[src/rtl/link_credit_buffer_pkg.sv]
`default_nettype none
// ============================================================================
// Module      : link_credit_buffer_pkg
// Description : Shared sizing constants for the link credit buffer.
// Revision    : 1.0 - initial release
// ============================================================================
package link_credit_buffer_pkg;

    localparam int FLIT_DATA_WIDTH = 8;
    localparam int LINK_BUF_DEPTH  = 4;

    // Counter must represent 0..depth inclusive, hence depth+1 states.
    function automatic int cnt_bits(input int depth);
        return $clog2(depth + 1);
    endfunction

endpackage
`default_nettype wire

[src/rtl/link_credit_buffer_if.sv]
`default_nettype none
// ============================================================================
// Module      : link_credit_buffer_if
// Description : Router-to-buffer flit link, sink handshake and status.
// Revision    : 1.0 - initial release
// ============================================================================
interface link_credit_buffer_if
    import link_credit_buffer_pkg::*;
#(
    parameter int FLIT_WIDTH = FLIT_DATA_WIDTH,
    parameter int DEPTH      = LINK_BUF_DEPTH
);
    localparam int CNT_BITS = cnt_bits(DEPTH);

    logic [FLIT_WIDTH-1:0] in_data;
    logic                  in_valid;
    logic [FLIT_WIDTH-1:0] out_data;
    logic                  out_valid;
    logic                  out_ready;
    logic                  credit_increment;
    logic [CNT_BITS-1:0]   occupancy;
    logic                  overflow_err;

    // Router/sink side drives flits and readiness.
    modport master (
        output in_data, in_valid, out_ready,
        input  out_data, out_valid, credit_increment, occupancy, overflow_err
    );

    // Buffer side.
    modport slave (
        input  in_data, in_valid, out_ready,
        output out_data, out_valid, credit_increment, occupancy, overflow_err
    );

endinterface
`default_nettype wire

[src/rtl/link_credit_buffer.sv]
`default_nettype none
// ============================================================================
// Module      : link_credit_buffer
// Description : DEPTH-entry receive FIFO returning one credit per drained flit.
// Revision    : 1.0 - initial release
// ============================================================================
module link_credit_buffer
    import link_credit_buffer_pkg::*;
#(
    parameter int FLIT_WIDTH = FLIT_DATA_WIDTH,
    parameter int DEPTH      = LINK_BUF_DEPTH
) (
    input  wire logic           clk,
    input  wire logic           reset,
    link_credit_buffer_if.slave bus
);

    localparam int CNT_BITS = cnt_bits(DEPTH);
    localparam int PTR_BITS = $clog2(DEPTH);

    localparam logic [CNT_BITS-1:0] c_full_cnt = CNT_BITS'(DEPTH);
    localparam logic [PTR_BITS-1:0] c_last_ptr = PTR_BITS'(DEPTH - 1);

    logic [FLIT_WIDTH-1:0] r_mem [DEPTH];
    logic [PTR_BITS-1:0]   r_wr_ptr;
    logic [PTR_BITS-1:0]   r_rd_ptr;
    logic [CNT_BITS-1:0]   r_occupancy;
    logic [CNT_BITS-1:0]   w_occupancy_nxt;
    logic                  r_credit;
    logic                  r_overflow;

    logic w_empty;
    logic w_full;
    logic w_push;
    logic w_pop;

    assign w_empty = (r_occupancy == '0);
    assign w_full  = (r_occupancy == c_full_cnt);
    assign w_pop   = !w_empty && bus.out_ready;
    // A full buffer still accepts when the head leaves in the same cycle.
    assign w_push  = bus.in_valid && (!w_full || w_pop);

    always_comb begin
        w_occupancy_nxt = r_occupancy;
        case ({w_push, w_pop})
            2'b10:   w_occupancy_nxt = r_occupancy + 1'b1;
            2'b01:   w_occupancy_nxt = r_occupancy - 1'b1;
            default: w_occupancy_nxt = r_occupancy;
        endcase
    end

    // Storage is not reset; empty state masks it on out_data.
    always_ff @(posedge clk) begin
        if (w_push) begin
            r_mem[r_wr_ptr] <= bus.in_data;
        end
    end

    always_ff @(posedge clk or posedge reset) begin
        if (reset) begin
            r_wr_ptr    <= '0;
            r_rd_ptr    <= '0;
            r_occupancy <= '0;
            r_credit    <= 1'b0;
            r_overflow  <= 1'b0;
        end else begin
            r_occupancy <= w_occupancy_nxt;
            r_credit    <= w_pop;
            if (w_push) begin
                r_wr_ptr <= (r_wr_ptr == c_last_ptr) ? '0 : r_wr_ptr + 1'b1;
            end
            if (w_pop) begin
                r_rd_ptr <= (r_rd_ptr == c_last_ptr) ? '0 : r_rd_ptr + 1'b1;
            end
            if (bus.in_valid && !w_push) begin
                r_overflow <= 1'b1;
            end
        end
    end

    assign bus.out_data         = w_empty ? '0 : r_mem[r_rd_ptr];
    assign bus.out_valid        = !w_empty;
    assign bus.credit_increment = r_credit;
    assign bus.occupancy        = r_occupancy;
    assign bus.overflow_err     = r_overflow;

endmodule
`default_nettype wire

[src/flat_wrapper.sv]
// flat-port wrapper written by rule: the top's interface ports become plain ports
module link_credit_buffer_flat import link_credit_buffer_pkg::*;
#(
    parameter int FLIT_WIDTH = FLIT_DATA_WIDTH,
    parameter int DEPTH      = LINK_BUF_DEPTH
)
  (clk, reset, bus_in_data, bus_in_valid, bus_out_ready, bus_out_data, bus_out_valid, bus_credit_increment, bus_occupancy, bus_overflow_err);
  link_credit_buffer_if #(.FLIT_WIDTH(FLIT_WIDTH), .DEPTH(DEPTH)) bus_i ();
  input  wire logic clk;
  input  wire logic reset;
  input wire logic [$bits(bus_i.in_data)-1:0] bus_in_data;
  input wire logic [$bits(bus_i.in_valid)-1:0] bus_in_valid;
  input wire logic [$bits(bus_i.out_ready)-1:0] bus_out_ready;
  output wire logic [$bits(bus_i.out_data)-1:0] bus_out_data;
  output wire logic [$bits(bus_i.out_valid)-1:0] bus_out_valid;
  output wire logic [$bits(bus_i.credit_increment)-1:0] bus_credit_increment;
  output wire logic [$bits(bus_i.occupancy)-1:0] bus_occupancy;
  output wire logic [$bits(bus_i.overflow_err)-1:0] bus_overflow_err;
  assign bus_i.in_data = bus_in_data;
  assign bus_i.in_valid = bus_in_valid;
  assign bus_i.out_ready = bus_out_ready;
  assign bus_out_data = bus_i.out_data;
  assign bus_out_valid = bus_i.out_valid;
  assign bus_credit_increment = bus_i.credit_increment;
  assign bus_occupancy = bus_i.occupancy;
  assign bus_overflow_err = bus_i.overflow_err;
  link_credit_buffer #(.FLIT_WIDTH(FLIT_WIDTH), .DEPTH(DEPTH)) u_core (.clk(clk), .reset(reset), .bus(bus_i));
endmodule
[config.mk]
export PLATFORM = sky130hd
export DESIGN_NAME = link_credit_buffer_flat
export DESIGN_NICKNAME = d
export VERILOG_FILES = /design/src/rtl/link_credit_buffer_pkg.sv /design/src/rtl/link_credit_buffer_if.sv /design/src/rtl/link_credit_buffer.sv /design/src/flat_wrapper.sv
export SDC_FILE = /design/constraint.sdc
export NUM_CORES = 1
export LEC_CHECK = 0
export BUFFER_PORTS_ARGS = -buffer_cell sky130_fd_sc_hd__buf_2
export CAP_MARGIN = 30
export CORE_ASPECT_RATIO = 1.75
export CORE_MARGIN = 3
export CORE_UTILIZATION = 46
export CTS_CLUSTER_SIZE = 20
export DETAILED_ROUTE_END_ITERATION = 12
export GPL_ROUTABILITY_DRIVEN = 1
export PLACE_DENSITY = 0.79
export SETUP_SLACK_MARGIN = 0.05
export SLEW_MARGIN = 15
export SYNTH_ARGS = -nofsm -noshare
export SYNTH_HDL_FRONTEND = slang
export SYNTH_SLANG_ARGS = --single-unit
[constraint.sdc]
create_clock -name clk -period 2.3 [get_ports clk]
set_clock_uncertainty 0.1 [all_clocks]
set_input_delay 0.46 -clock clk [delete_from_list [all_inputs] [get_ports clk]]
set_output_delay 0.46 -clock clk [all_outputs]
set_load 0.005 [all_outputs]
==> flow_summary.toml <==
[critical_path]
crit_required_ns = 1.74
endpoint_kind = "output pin"
cp_num_buf_inv = 2
path_class = "reg2out"
r2r-start = "u_core.bus.occupancy[0]"
cp.arrival_ns = 1.64
startpoint_type = "register"
crit_path_max_incr_delay_ns = 0.52
cp_top_family = "multiplexers"
path_max_fanout = 5
crit_chain = "buf_4 -> mux4_2 -> and2_2 -> buf_2"
critPathSlowestCell = "mux4_2"
startpoint = "u_core.r_rd_ptr[0]"

[pwr]
finalPower_mw = 2.65
ir_drop_mv = 0.812
p_leak_nw = 0.818
power_density_mw_per_mm2 = 1280

[clock_tree]
numCtsBuffers = 5
hold_buffers = 0
clockBufferDepth = 2
htreeDepth = 2
cts_tree = "done"
cts_root_buf = "clkbuf_8"
cts.clk_slew.worst_paths_ns = 0.08
clock_sinks = 41
clkLatencyLatePin_ns = 0.29

[floorplan]
die_y_um = 87.1
core_mm2 = 0.00350
dieArea_mm2 = 0.00456
initial_core_util_pct = 49.4
row_count = 28
io_pins = 26
die_x_um = 52.4

[synthesis]
synthAdderAreaFrac_pct = 5.50
synth_area_leaders = "edfxtp_1 (56%), dfrtp_1 (13%), mux4_2 (10%)"
yosysTopAreaCellShare_pct = 55.5
syn_inst = 94
synth_xor_area_share_pct = 1.52
syn_area_mm2 = 0.00173
synth_area_per_cell_um2 = 18.4
synth.distinct_cells = 22
synth_mux_area_share_pct = 14.0
ys_seq_elements = 41
synth_top_family_by_area = "multiplexers"
ys_seq_area_share_pct = 68.5
synth-simple-area-share_pct = 7.30
syn_nets = 113
synth_top_area_cell = "edfxtp_1"
synth_compound_area_share_pct = 0.434
yosysWarnings = 0

[global_routing]
grt_max_degree = 13
grt_pass1_vias = 964
gr-total-overflow = 0
antenna_found_initial = 0
grtUsageTotal_pct = 14.9
grt_pass1_wl_mm = 4.62

[routing]
drcViolationCount = 0
first_iter_violations = 16
routed_wirelength_mm = 2.92
via_count = 885
viasPerCell = 5.06
antenna_left = 0
routedWlPerCell_um = 16.7
drtPass1Iterations = 4

[cells_and_area]
final_common_cell = "edfxtp_1"
utilization_pct = 58.8
fill_cells = 277
mostFrequentLayoutCells = "edfxtp_1 (32), buf_2 (25), mux4_2 (8), and2_2 (8), dfrtp_1 (8)"
nNetsFinal = 148
antenna_cells = 0
syn_to_final_growth_pct = 19.1
layout-drive-gt1-share_pct = 46.9

[timing]
finalSetupViolations = 0
hold_viol_final = 0
rsz0062_at_grt = "yes"
slew_headroom_pct = 71.5
fin_tns_setup_ns = 0
fmax_ghz = 0.454
tightestPinTransition_ns = 0.427
fin_crit_ns = 2.20
setup_slack_ns = 0.0956
fin_crit_sh_pct = 95.8
slew_viol_final = 0

[place]
dp_hpwl_mm = 2.14
dpl_worst_slack_ns = -0.0903
gp_congestion = 0.684
portBuffers = 25

[flow_run]
drv_cap = 0

[hold_path]
hp-class = "in2async"

[outcome]
outcome = "completed"
==> final cells by class <==
cell class / instances / area [um^2] / area share (%)
multi-input cells: 43 / 504 / 24.5
repair buffers: 31 / 170 / 8.26
clock inverters: 1 / 30.0 / 1.46
inverters: 7 / 26.3 / 1.28
clock buffers: 7 / 86.3 / 4.19
flip-flops and latches: 41 / 1190 / 57.6
well taps: 45 / 56.3 / 2.73
==> path summary, 6_finish.rpt <==
path | endpoint | depth (start not counted) | slack [ns]
worst max-delay path | bus_out_data[0] | 4 | 0.1
worst min-delay path | u_core.r_wr_ptr[0] | 2 | 0.02
worst max register to register | u_core.bus.occupancy[2] | 9 | 0.14
worst min register to register | u_core.bus.overflow_err | 1 | 0.36
max in group asynchronous | u_core.r_rd_ptr[0] | 2 | 1.79
min in group clk | u_core.bus.overflow_err | 2 | 0.28
==> state kept, by name (all words and copies together), names as in the netlist <==
| register | flops |
|---|---|
| u_core.bus.credit_increment | 1 |
| u_core.r_mem | 32 |
| u_core.r_wr_ptr | 2 |
| u_core.bus.overflow_err | 1 |
| u_core.r_rd_ptr | 2 |
| u_core.bus.occupancy | 3 |
==> cells in the mapped netlist <==
library cell,instances
and2_2,8
and2_4,1
buf_2,1
buf_6,1
xnor2_1,1
and2_1,4
mux2_2,2
nor4b_1,1
xor2_1,2
dfrtp_1,9
or3_1,1
edfxtp_1,32
nor2_1,3
mux2i_1,1
a21o_1,1
nor2b_1,1
clkbuf_1,1
ha_1,6
fa_1,1
mux2_4,2
inv_1,7
mux4_2,8
==> worst reg2reg max path, delay by kind of cell, from the launching register on <==
family | cells | cell delay, ns
flip-flops | 1 | 0.45
buffers and inverters | 2 | 0.14
adder cells (fa/ha/maj) | 2 | 0.55
XOR/XNOR | 2 | 0.34
AND/OR/NAND/NOR | 3 | 0.50
==> logic make-up (layout without fill, tap and decap cells) <==
group / count (synthesis) / in the layout
buffers and inverters: 10 / 46
AOI/OAI and AO/OA: 1 / 1
adders and majority gates: 7 / 7
muxes: 13 / 13
and+or+nand+nor: 19 / 19
xor gates and xnor gates: 3 / 3
DFF: 41 / 41
==> where the power goes <==
| group | leakage [nW] | internal [mW] | switching, mW |
|---|---|---|---|
| Clock | 0.0585 | 0.353 | 0.231 |
| Combinational | 0.363 | 0.540 | 0.397 |
| Sequential | 0.397 | 1.00 | 0.123 |
==> metrics by stage <==
step	std cells	hold slack, ns	instance area, um^2
CTS	174	0.0284	2050
global placement	164	0.332	1910
finish	175	0.0218	2060
floorplan	94	0.188	1730
detailed placement	164	0.343	1910
global route	175	0.0512	2060
==> timing repair <==
| action | CTS | global route |
|---|---|---|
| pin swaps | 0 | 1 |
| endpoints found under the setup margin | 9 | 8 |
| gates resized for setup | 2 | 1 |
| setup buffers | 2 | 1 |
==> metal layers <==
metal	share of wire, %	wire length, um	vias up	GRT usage (%)
li1	-	-	415	-
met2	61	1770	25	27.3
met5	0	0	-	0
met3	4.7	136	6	3.60
met4	2.6	75	0	7.67
met1	32	935	439	14.8
No activity file was read; power rests on OpenSTA's default activity.
